[config.mk]
export PLATFORM = sky130hd
export DESIGN_NAME = mem_port_arbiter_flat
export DESIGN_NICKNAME = d
export VERILOG_FILES = /design/src/rtl/mem_port_arbiter_if.sv /design/src/rtl/mem_port_arbiter.sv /design/src/flat_wrapper.sv
export SDC_FILE = /design/constraint.sdc
export NUM_CORES = 1
export LEC_CHECK = 0
export BUFFER_PORTS_ARGS = -buffer_cell sky130_fd_sc_hd__clkbuf_2
export CORE_AREA = 2 2 282 284
export DETAILED_ROUTE_END_ITERATION = 7
export DIE_AREA = 0 0 284 286
export GPL_ROUTABILITY_DRIVEN = 0
export MAX_ROUTING_LAYER = met4
export PLACE_DENSITY_LB_ADDON = 0.25
export REMOVE_ABC_BUFFERS = 1
export SLEW_MARGIN = 20
export SYNTH_ARGS = -nofsm -noshare
export SYNTH_HDL_FRONTEND = slang
export SYNTH_SLANG_ARGS = --single-unit
[constraint.sdc]
create_clock -name clk -period 2.15 [get_ports clk]
set_input_delay 0.215 -clock clk [delete_from_list [all_inputs] [get_ports clk]]
set_output_delay 0.215 -clock clk [all_outputs]
set_load 0.02 [all_outputs]
[src/rtl/mem_port_arbiter_if.sv]
// Client/memory bundle for mem_port_arbiter.
// The arbiter uses the slave modport: it serves the two cache clients and
// drives the registered memory request. The master modport is the mirror
// view, for whatever sits on the other side (the caches and the memory model).
interface mem_port_arbiter_if #(
  parameter int ADDR_W = 28,
  parameter int DATA_W = 128
);
  // icache client
  logic              i_read;
  logic              i_write;
  logic [ADDR_W-1:0] i_addr;
  logic [DATA_W-1:0] i_wdata;
  logic              i_ready;
  // dcache client
  logic              d_read;
  logic              d_write;
  logic [ADDR_W-1:0] d_addr;
  logic [DATA_W-1:0] d_wdata;
  logic              d_ready;
  // shared read data back to both clients
  logic [DATA_W-1:0] c_rdata;
  // memory side
  logic              mem_read;
  logic              mem_write;
  logic [ADDR_W-1:0] mem_addr;
  logic [DATA_W-1:0] mem_wdata;
  logic [DATA_W-1:0] mem_rdata;
  logic              mem_ready;

  modport slave (
    input  i_read, i_write, i_addr, i_wdata,
    input  d_read, d_write, d_addr, d_wdata,
    input  mem_rdata, mem_ready,
    output i_ready, d_ready, c_rdata,
    output mem_read, mem_write, mem_addr, mem_wdata
  );

  modport master (
    output i_read, i_write, i_addr, i_wdata,
    output d_read, d_write, d_addr, d_wdata,
    output mem_rdata, mem_ready,
    input  i_ready, d_ready, c_rdata,
    input  mem_read, mem_write, mem_addr, mem_wdata
  );
endinterface

[src/rtl/mem_port_arbiter.sv]
// mem_port_arbiter: shares one block-wide memory port between icache and dcache.
// dcache wins by default; after STARVE_LIMIT consecutive dcache grants taken
// while icache was waiting, icache is forced onto the port next.
// One request is in flight at a time; every transaction is followed by at
// least one IDLE bubble cycle before the next grant.
// Optional build macro MEM_ARB_STAT_EN adds grant and wait-cycle counters.
module mem_port_arbiter #(
  parameter int ADDR_W       = 28,
  parameter int DATA_W       = 128,
  parameter int STARVE_LIMIT = 4
) (
  input  logic              clk,
  input  logic              rst_n,
  mem_port_arbiter_if.slave bus
`ifdef MEM_ARB_STAT_EN
  ,
  output logic [31:0]       i_grant_count,
  output logic [31:0]       d_grant_count,
  output logic [31:0]       i_wait_cycles,
  output logic [31:0]       d_wait_cycles
`endif
);

  localparam logic [3:0] LIMIT = 4'(STARVE_LIMIT);

  typedef enum logic [1:0] {
    IDLE  = 2'd0,
    GNT_I = 2'd1,
    GNT_D = 2'd2
  } state_e;

  state_e            state_q, state_d;
  logic              mem_read_q, mem_read_d;
  logic              mem_write_q, mem_write_d;
  logic [ADDR_W-1:0] mem_addr_q, mem_addr_d;
  logic [DATA_W-1:0] mem_wdata_q, mem_wdata_d;
  logic [3:0]        starve_q, starve_d;

  logic req_i, req_d, pick_d;

  assign req_i  = bus.i_read | bus.i_write;
  assign req_d  = bus.d_read | bus.d_write;
  // dcache takes the port unless icache is waiting and has been starved long enough
  assign pick_d = req_d && !(req_i && (starve_q == LIMIT));

  // State and registered memory request
  always_ff @(posedge clk or negedge rst_n) begin
    if (!rst_n) begin
      state_q     <= IDLE;
      mem_read_q  <= 1'b0;
      mem_write_q <= 1'b0;
      mem_addr_q  <= '0;
      mem_wdata_q <= '0;
      starve_q    <= 4'd0;
    end else begin
      state_q     <= state_d;
      mem_read_q  <= mem_read_d;
      mem_write_q <= mem_write_d;
      mem_addr_q  <= mem_addr_d;
      mem_wdata_q <= mem_wdata_d;
      starve_q    <= starve_d;
    end
  end

  // Grant decision in IDLE, hold while granted, release on mem_ready
  always_comb begin
    state_d     = state_q;
    mem_read_d  = mem_read_q;
    mem_write_d = mem_write_q;
    mem_addr_d  = mem_addr_q;
    mem_wdata_d = mem_wdata_q;
    starve_d    = starve_q;
    case (state_q)
      IDLE: begin
        if (pick_d) begin
          state_d     = GNT_D;
          // read+write together issues only the write
          mem_write_d = bus.d_write;
          mem_read_d  = bus.d_read & ~bus.d_write;
          mem_addr_d  = bus.d_addr;
          mem_wdata_d = bus.d_wdata;
          if (!req_i)
            starve_d = 4'd0;
          else if (starve_q != LIMIT)
            starve_d = starve_q + 4'd1;
        end else if (req_i) begin
          state_d     = GNT_I;
          mem_write_d = bus.i_write;
          mem_read_d  = bus.i_read & ~bus.i_write;
          mem_addr_d  = bus.i_addr;
          mem_wdata_d = bus.i_wdata;
          starve_d    = 4'd0;
        end
      end
      GNT_I, GNT_D: begin
        // grant is held until memory completes, even if the client drops its request
        if (bus.mem_ready) begin
          state_d     = IDLE;
          mem_read_d  = 1'b0;
          mem_write_d = 1'b0;
        end
      end
      default: begin
        state_d     = IDLE;
        mem_read_d  = 1'b0;
        mem_write_d = 1'b0;
      end
    endcase
  end

  // Completion is steered only to the granted client; mem_ready in IDLE is dropped
  assign bus.i_ready   = (state_q == GNT_I) && bus.mem_ready;
  assign bus.d_ready   = (state_q == GNT_D) && bus.mem_ready;
  assign bus.c_rdata   = bus.mem_rdata;
  assign bus.mem_read  = mem_read_q;
  assign bus.mem_write = mem_write_q;
  assign bus.mem_addr  = mem_addr_q;
  assign bus.mem_wdata = mem_wdata_q;

`ifdef MEM_ARB_STAT_EN
  logic [31:0] i_gnt_q, d_gnt_q, i_wait_q, d_wait_q;
  logic        enter_i, enter_d;

  assign enter_i = (state_q == IDLE) && (state_d == GNT_I);
  assign enter_d = (state_q == IDLE) && (state_d == GNT_D);

  // A client is waiting while it requests and neither holds nor is being given the port
  always_ff @(posedge clk or negedge rst_n) begin
    if (!rst_n) begin
      i_gnt_q  <= '0;
      d_gnt_q  <= '0;
      i_wait_q <= '0;
      d_wait_q <= '0;
    end else begin
      if (enter_i) i_gnt_q <= i_gnt_q + 32'd1;
      if (enter_d) d_gnt_q <= d_gnt_q + 32'd1;
      if (req_i && (state_q != GNT_I) && !enter_i) i_wait_q <= i_wait_q + 32'd1;
      if (req_d && (state_q != GNT_D) && !enter_d) d_wait_q <= d_wait_q + 32'd1;
    end
  end

  assign i_grant_count = i_gnt_q;
  assign d_grant_count = d_gnt_q;
  assign i_wait_cycles = i_wait_q;
  assign d_wait_cycles = d_wait_q;
`endif

endmodule

[src/flat_wrapper.sv]
// flat-port wrapper written by rule: the top's interface ports become plain ports
module mem_port_arbiter_flat 
#(
  parameter int ADDR_W       = 28,
  parameter int DATA_W       = 128,
  parameter int STARVE_LIMIT = 4
)
  (clk, rst_n, bus_i_read, bus_i_write, bus_i_addr, bus_i_wdata, bus_d_read, bus_d_write, bus_d_addr, bus_d_wdata, bus_mem_rdata, bus_mem_ready, bus_i_ready, bus_d_ready, bus_c_rdata, bus_mem_read, bus_mem_write, bus_mem_addr, bus_mem_wdata);
  mem_port_arbiter_if #(.ADDR_W(ADDR_W), .DATA_W(DATA_W)) bus_i ();
  input  logic clk;
  input  logic rst_n;
  input wire logic [$bits(bus_i.i_read)-1:0] bus_i_read;
  input wire logic [$bits(bus_i.i_write)-1:0] bus_i_write;
  input wire logic [$bits(bus_i.i_addr)-1:0] bus_i_addr;
  input wire logic [$bits(bus_i.i_wdata)-1:0] bus_i_wdata;
  input wire logic [$bits(bus_i.d_read)-1:0] bus_d_read;
  input wire logic [$bits(bus_i.d_write)-1:0] bus_d_write;
  input wire logic [$bits(bus_i.d_addr)-1:0] bus_d_addr;
  input wire logic [$bits(bus_i.d_wdata)-1:0] bus_d_wdata;
  input wire logic [$bits(bus_i.mem_rdata)-1:0] bus_mem_rdata;
  input wire logic [$bits(bus_i.mem_ready)-1:0] bus_mem_ready;
  output wire logic [$bits(bus_i.i_ready)-1:0] bus_i_ready;
  output wire logic [$bits(bus_i.d_ready)-1:0] bus_d_ready;
  output wire logic [$bits(bus_i.c_rdata)-1:0] bus_c_rdata;
  output wire logic [$bits(bus_i.mem_read)-1:0] bus_mem_read;
  output wire logic [$bits(bus_i.mem_write)-1:0] bus_mem_write;
  output wire logic [$bits(bus_i.mem_addr)-1:0] bus_mem_addr;
  output wire logic [$bits(bus_i.mem_wdata)-1:0] bus_mem_wdata;
  assign bus_i.i_read = bus_i_read;
  assign bus_i.i_write = bus_i_write;
  assign bus_i.i_addr = bus_i_addr;
  assign bus_i.i_wdata = bus_i_wdata;
  assign bus_i.d_read = bus_d_read;
  assign bus_i.d_write = bus_d_write;
  assign bus_i.d_addr = bus_d_addr;
  assign bus_i.d_wdata = bus_d_wdata;
  assign bus_i.mem_rdata = bus_mem_rdata;
  assign bus_i.mem_ready = bus_mem_ready;
  assign bus_i_ready = bus_i.i_ready;
  assign bus_d_ready = bus_i.d_ready;
  assign bus_c_rdata = bus_i.c_rdata;
  assign bus_mem_read = bus_i.mem_read;
  assign bus_mem_write = bus_i.mem_write;
  assign bus_mem_addr = bus_i.mem_addr;
  assign bus_mem_wdata = bus_i.mem_wdata;
  mem_port_arbiter #(.ADDR_W(ADDR_W), .DATA_W(DATA_W), .STARVE_LIMIT(STARVE_LIMIT)) u_core (.clk(clk), .rst_n(rst_n), .bus(bus_i));
endmodule
After elaboration in Yosys (flattened, before gate mapping)

Index checks and enable logic that the tools add are counted.

Register bits: 164
Input bits: 447
Output and inout bits: 288
Word-level logic and storage cells: 50

Add/subtract/negate cells: 1
Equal/unequal tests: 7
Muxes and demuxes: 19
Bitwise logic cells: 6
Reduce and logical (&&, ||, !) cells: 11

Operator list:

| kind                                                                     | count |
|---|---|
| 128-bit two-way mux                                                      | 2 |
| 28-bit two-way mux                                                       | 2 |
| 4-bit two-way mux                                                        | 4 |
| 2-bit two-way mux                                                        | 3 |
| 1-bit two-way mux                                                        | 5 |
| 4-bit by 1-bit adder with 4-bit output (second input constant)           | 1 |
| 4-bit by 3-bit equality test with 1-bit output (second input constant)   | 1 |
| 1-bit logical AND                                                        | 4 |
| 4-bit by 3-bit inequality test with 1-bit output (second input constant) | 1 |
| 1-bit case mux with 2 select lines                                       | 2 |
| 2-bit case mux with 2 select lines                                       | 1 |
| 2-bit AND reduction                                                      | 2 |
| 3-bit by 1-bit inequality test with 1-bit output (second input constant) | 1 |
| 3-bit inequality test (second input constant)                            | 1 |
| 3-bit AND reduction                                                      | 1 |
| 1-bit AND                                                                | 2 |
| 2-bit by 1-bit equality test with 1-bit output (second input constant)   | 1 |
| 2-bit equality test (second input constant)                              | 1 |
| 2-bit logical NOT                                                        | 1 |
| 2-bit inequality test (second input constant)                            | 1 |
| 1-bit NOT                                                                | 2 |
| 1-bit bitwise OR                                                         | 2 |
| 2-bit nonzero test                                                       | 1 |
| 2-bit OR reduction                                                       | 1 |
| 1-bit logical NOT                                                        | 1 |

Logic depth before layout (Yosys ltp)

Depth after elaboration: 6
Gate-level depth with buffers: 8
Depth with buffers taken out: 6

Worst setup path before layout

Ideal clock, no wire load.

Kind: reg-to-reg
From: register u_core.state_q[0]
To: register u_core.mem_wdata_q[65], in the netlist u_core.bus.mem_wdata[65]
Setup time: 71 ps
Data arrival time: 1,536 ps
Required time: 2,079 ps
Path slack: 543 ps
Stages on the path, launching flop included: 9
Buffers on the path: 3
Period minus slack after synthesis: 1,607 ps
Path through: dfrtp_1 -> inv_1 -> ha_1 -> buf_2 -> a21boi_2 -> buf_2 -> buf_2 -> o22ai_1 -> nor2_1

Cells in the longest elaborated chain, start to end: 2

Ends and longest elaborated chain:

| what                                 | line                   | RTL |
|---|---|---|
| from (decl)                          | mem_port_arbiter.sv:32 | `state_e state_q, state_d;` |
| from (signal assigned)               | mem_port_arbiter.sv:56 | `state_q <= state_d;` |
| 2-bit logical NOT                    | mem_port_arbiter.sv:73 | `case (state_q)` |
| 2-bit AND reduction (no source line) | n/a                    |  |
| to (signal assigned)                 | mem_port_arbiter.sv:60 | `mem_wdata_q <= mem_wdata_d;` |
| to (decl)                            | mem_port_arbiter.sv:36 | `logic [DATA_W-1:0] mem_wdata_q, mem_wdata_d;` |

No other way between the ends.
A chain may end at the register's enable or synchronous reset.

Final worst setup path

From: register u_core.starve_q[0]
To: register u_core.mem_wdata_q[20], in the netlist u_core.bus.mem_wdata[20]

Cells in the longest elaborated chain, start to end: 6

Ends and longest elaborated chain:

| what                                             | line                   | RTL |
|---|---|---|
| from (decl)                                      | mem_port_arbiter.sv:37 | `logic [3:0] starve_q, starve_d;` |
| from (signal assigned)                           | mem_port_arbiter.sv:61 | `starve_q <= starve_d;` |
| 4-bit by 3-bit equality test with 1-bit output * | mem_port_arbiter.sv:44 | `assign pick_d = req_d && !(req_i && (starve_q == LIMIT));` |
| 1-bit logical AND *                              | mem_port_arbiter.sv:44 |  |
| 1-bit logical NOT *                              | mem_port_arbiter.sv:44 |  |
| 1-bit logical AND *                              | mem_port_arbiter.sv:44 |  |
| 2-bit nonzero test (no source line)              | n/a                    |  |
| 2-bit AND reduction (no source line)             | n/a                    |  |

Mark *: on every way between the ends. The rest lies on a longest branch, timed or not.

==> flow_summary.toml <==
[synthesis]
ys_ff_latch = 164
synth_area_sq_um = 7839
syn_avg_cell_area_sq_um = 9.041
synth_top_cell_by_area = "dfrtp_1"
yosys-top-cells-area = "dfrtp_1 (52%), nor2_1 (15%), buf_4 (12%)"
seq_area_frac_synth = 0.5235
synth_top_area_frac = 0.5235
yosysWarnings = 0
ys_types = 31
synth_cells = 867

[worst_setup_path]
reg2reg_from = "u_core.starve_q[0]"
crit_path_end_kind = "flip-flop"
timing.rr.end = "u_core.bus.mem_wdata[20]"
crit_arrival_ns = 2.42
crit_type = "reg -> reg"
cpPeakStageDelay_ns = 0.39
worstPathRequired_ns = 2.56
ff2ff_setup_slack_ns = 0.13
worst_path_max_delay_cell = "dfrtp_1"
cp.buffers_inverters = 3
crit_family = "buffers and inverters"
critical_path.max_fanout = 17
worstPathCellList = "inv_1, ha_1, and3b_2, o211ai_4, buf_12, buf_12, o22ai_1, nor2_1"
path_common_cell = "buf_12"
critPathLaunchType = "flip-flop"
rr_worst_depth = 8

[timing]
skew_ns = 0.01056
finalHoldViolations = 0
relSlewSlack = 0.5938
slew_violations = 0
fmax_mhz = 496.2
min_period_over_period = 0.9374
fin_crit_ns = 2.015
setup_viol = 0
worstMarginPinSlew_ns = 0.6092
hold_slack_ns = 0.05176

[global_route]
grt_pass1_wl_mm = 87.62
grt_use_total = 0.1681
gr-total-overflow = 0
antenna_found_initial = 3
grt_pass1_vias = 9757
grt_max_degree = 84

[placement]
port_buffers = 478
place_area_sq_um = 10780
dp.cells = 2253
place_hpwl_mm = 52.93

[die]
die-area_sq_um = 81220
dieWidth_um = 284
die_h_um = 286
fp-row-count = 103
io_pins = 735
start_util = 0.1000
fp.coreArea_sq_um = 78360

[final_layout]
areaGrowthSynthToFinish_pct = 85.78
fin_util = 0.1859
finalNonFillerCells = 2602
final_nets = 1991
multi_input_area_sq_um = 2529
nFillCells = 8811
seq_area_sq_um = 4104
design_area_sq_um = 14560
final_layout_size_suffix_gt1_frac = 0.3617

[power_and_ir_drop]
power_density_nw_per_um2 = 1260
intPower_mw = 9.842
clkPwrFrac = 0.183
cellLeakagePower_nw = 6.602
p_seq_frac = 0.304
peakVddDrop_uv = 586.3
combPwrFrac = 0.513
p_sw_mw = 8.506
switching_share = 0.4636

[min_path]
hold_start = "bus_i_addr[21]"
hp-class = "in -> reg"
hold_end = "u_core.bus.mem_addr[21]"
hold_depth = 3

[drt]
drc = 0
finalWirelength_mm = 68.94
num_vias = 9628
vias_per_cell = 3.700
dr.pass1.iters = 7
wl_per_cell_um = 26.49
ant_nets = 0
drt_iter0_markers = 750

[job]
drv_cap = 0

[clock_tree]
cts_buffer_depth = 2
cts_made_buffers = 17
cts_tree = "yes"
cts_max_level = 4
root_buffer = "clkbuf_16"
cts_sinks = 164
clock_latency_ns = 0.49
path_clk_slew_ns = 0.07

[run_status]
status = "complete, no violations"
layer usage:
layer | vias up | global-route usage | routed length [um]
li1 | 4155 | - | -
met1 | 4550 | 0.1522 | 23600
met2 | 861 | 0.2121 | 26100
met3 | 62 | 0.2128 | 18020
met4 | 0 | 0.04211 | 1226
met5 | - | - | 0
cell families after synthesis:
family,synth area share
buf+inv,0.1587
fa+ha+maj,0.007981
simple gates,0.1668
compound gates,0.1417
flops,0.5235
mux,0.001277
cell usage after synthesis:
master and instances:
clkbuf_1 4, mux2i_1 1, o31ai_1 2, nand2b_1 1, inv_1 6, and3b_1 1
nand2_1 6, a21boi_2 1, o22ai_1 156, o32ai_1 3, or2_2 1, nor2_2 2
nor3_1 1, buf_4 130, a21oi_1 4, nand3_1 3, or3_1 1, a2bb2oi_1 1
o221ai_1 1, nand3b_1 1, or4_1 1, a22o_1 1, nor2_1 314, o21ai_0 3
dfrtp_1 164, o211ai_2 1, nor2b_1 2, a31o_2 1, and2_1 3, buf_2 46
ha_1 5
cell type report:
| type | count | area share |
|---|---|---|
| Timing Repair Buffer | 833 | 0.4123 |
| Sequential cell | 164 | 0.2818 |
| Multi-Input combinational cell | 517 | 0.1736 |
| Tap cell | 1050 | 0.09021 |
| Clock buffer | 18 | 0.02947 |
| Clock inverter | 13 | 0.01083 |
| Inverter | 6 | 0.001547 |
| Antenna cell | 1 | 0.0001718 |
worst max path at each step:
stage / depth (start not counted) / slack, ns / from / end
4_1_cts: 6 / 0.08 / u_core.state_q[0] / u_core.bus.mem_wdata[25]
5_1_grt: 8 / -0.007 / u_core.starve_q[0] / u_core.bus.mem_wdata[70]
2_1_floorplan: 6 / -4.66 / u_core.starve_q[0] / u_core.bus.mem_addr[0]
3_5_place_dp: 6 / 0.11 / u_core.state_q[0] / u_core.bus.mem_wdata[25]
6_report: 8 / 0.13 / u_core.starve_q[0] / u_core.bus.mem_wdata[20]
3_3_place_gp: 6 / 0.13 / u_core.state_q[0] / u_core.bus.mem_wdata[37]
power by group through the flow:
| stage | clock (mW) | combinational, mW | sequential [mW] |
|---|---|---|---|
| 2_1_floorplan | 0 | 3.05 | 7.19 |
| 3_5_place_dp | 0 | 8.96 | 5.60 |
| 5_1_grt | 3.61 | 10.3 | 5.76 |
| 6_report | 3.36 | 9.41 | 5.58 |
| 3_3_place_gp | 0 | 8.91 | 5.60 |
| 4_1_cts | 3.53 | 9.40 | 5.57 |
state kept, by name, summed over array words and instances (netlist names):
signal                cells
u_core.bus.mem_wdata    128
u_core.bus.mem_read       1
u_core.bus.mem_addr      28
u_core.bus.mem_write      1
u_core.state_q            2
u_core.starve_q           4
cell usage in the layout, fill, tap and decap left out, types with 2 or more instances in the layout:
master and count:
clkbuf_16 19, clkbuf_2 477, buf_4 32, dlygate4sd3_1 311
nor2_1 314, o32ai_1 3, nor2_2 2, inv_6 2
dfrtp_1 164, a21oi_1 4, clkinv_2 5, and2_1 3
nand3_1 3, clkinv_4 2, nor2b_1 2, buf_12 10
o21ai_0 3, o31ai_1 2, o22ai_1 156, inv_1 6
ha_1 4, bufinv_16 3, nand2_1 6
tightest hold or removal path: stages:
cell,delay [ns]
clkbuf_2,0.12
o22ai_1,0.07
nor2_1,0.09
timing repair:
action | 4_1_cts | 5_1_grt
setup endpoints to repair | 0 | 53
endpoints found under the hold margin | 206 | 0
buffers inserted | 0 | 4
resized for setup | 0 | 2
hold buffers | 311 | 0
metrics by stage:
| stage | TNS, ns | worst slack, ns | power (mW) |
|---|---|---|---|
| finish | 0 | 0.1346 | 18.35 |
| global route | -0.01325 | -0.006961 | 19.65 |
| CTS | 0 | 0.08215 | 18.50 |
| detailed placement | 0 | 0.1084 | 14.56 |
| global placement | 0 | 0.1253 | 14.51 |
| floorplan | -730.96 | -4.657 | 10.24 |
Power figures use the tool's default switching activity.
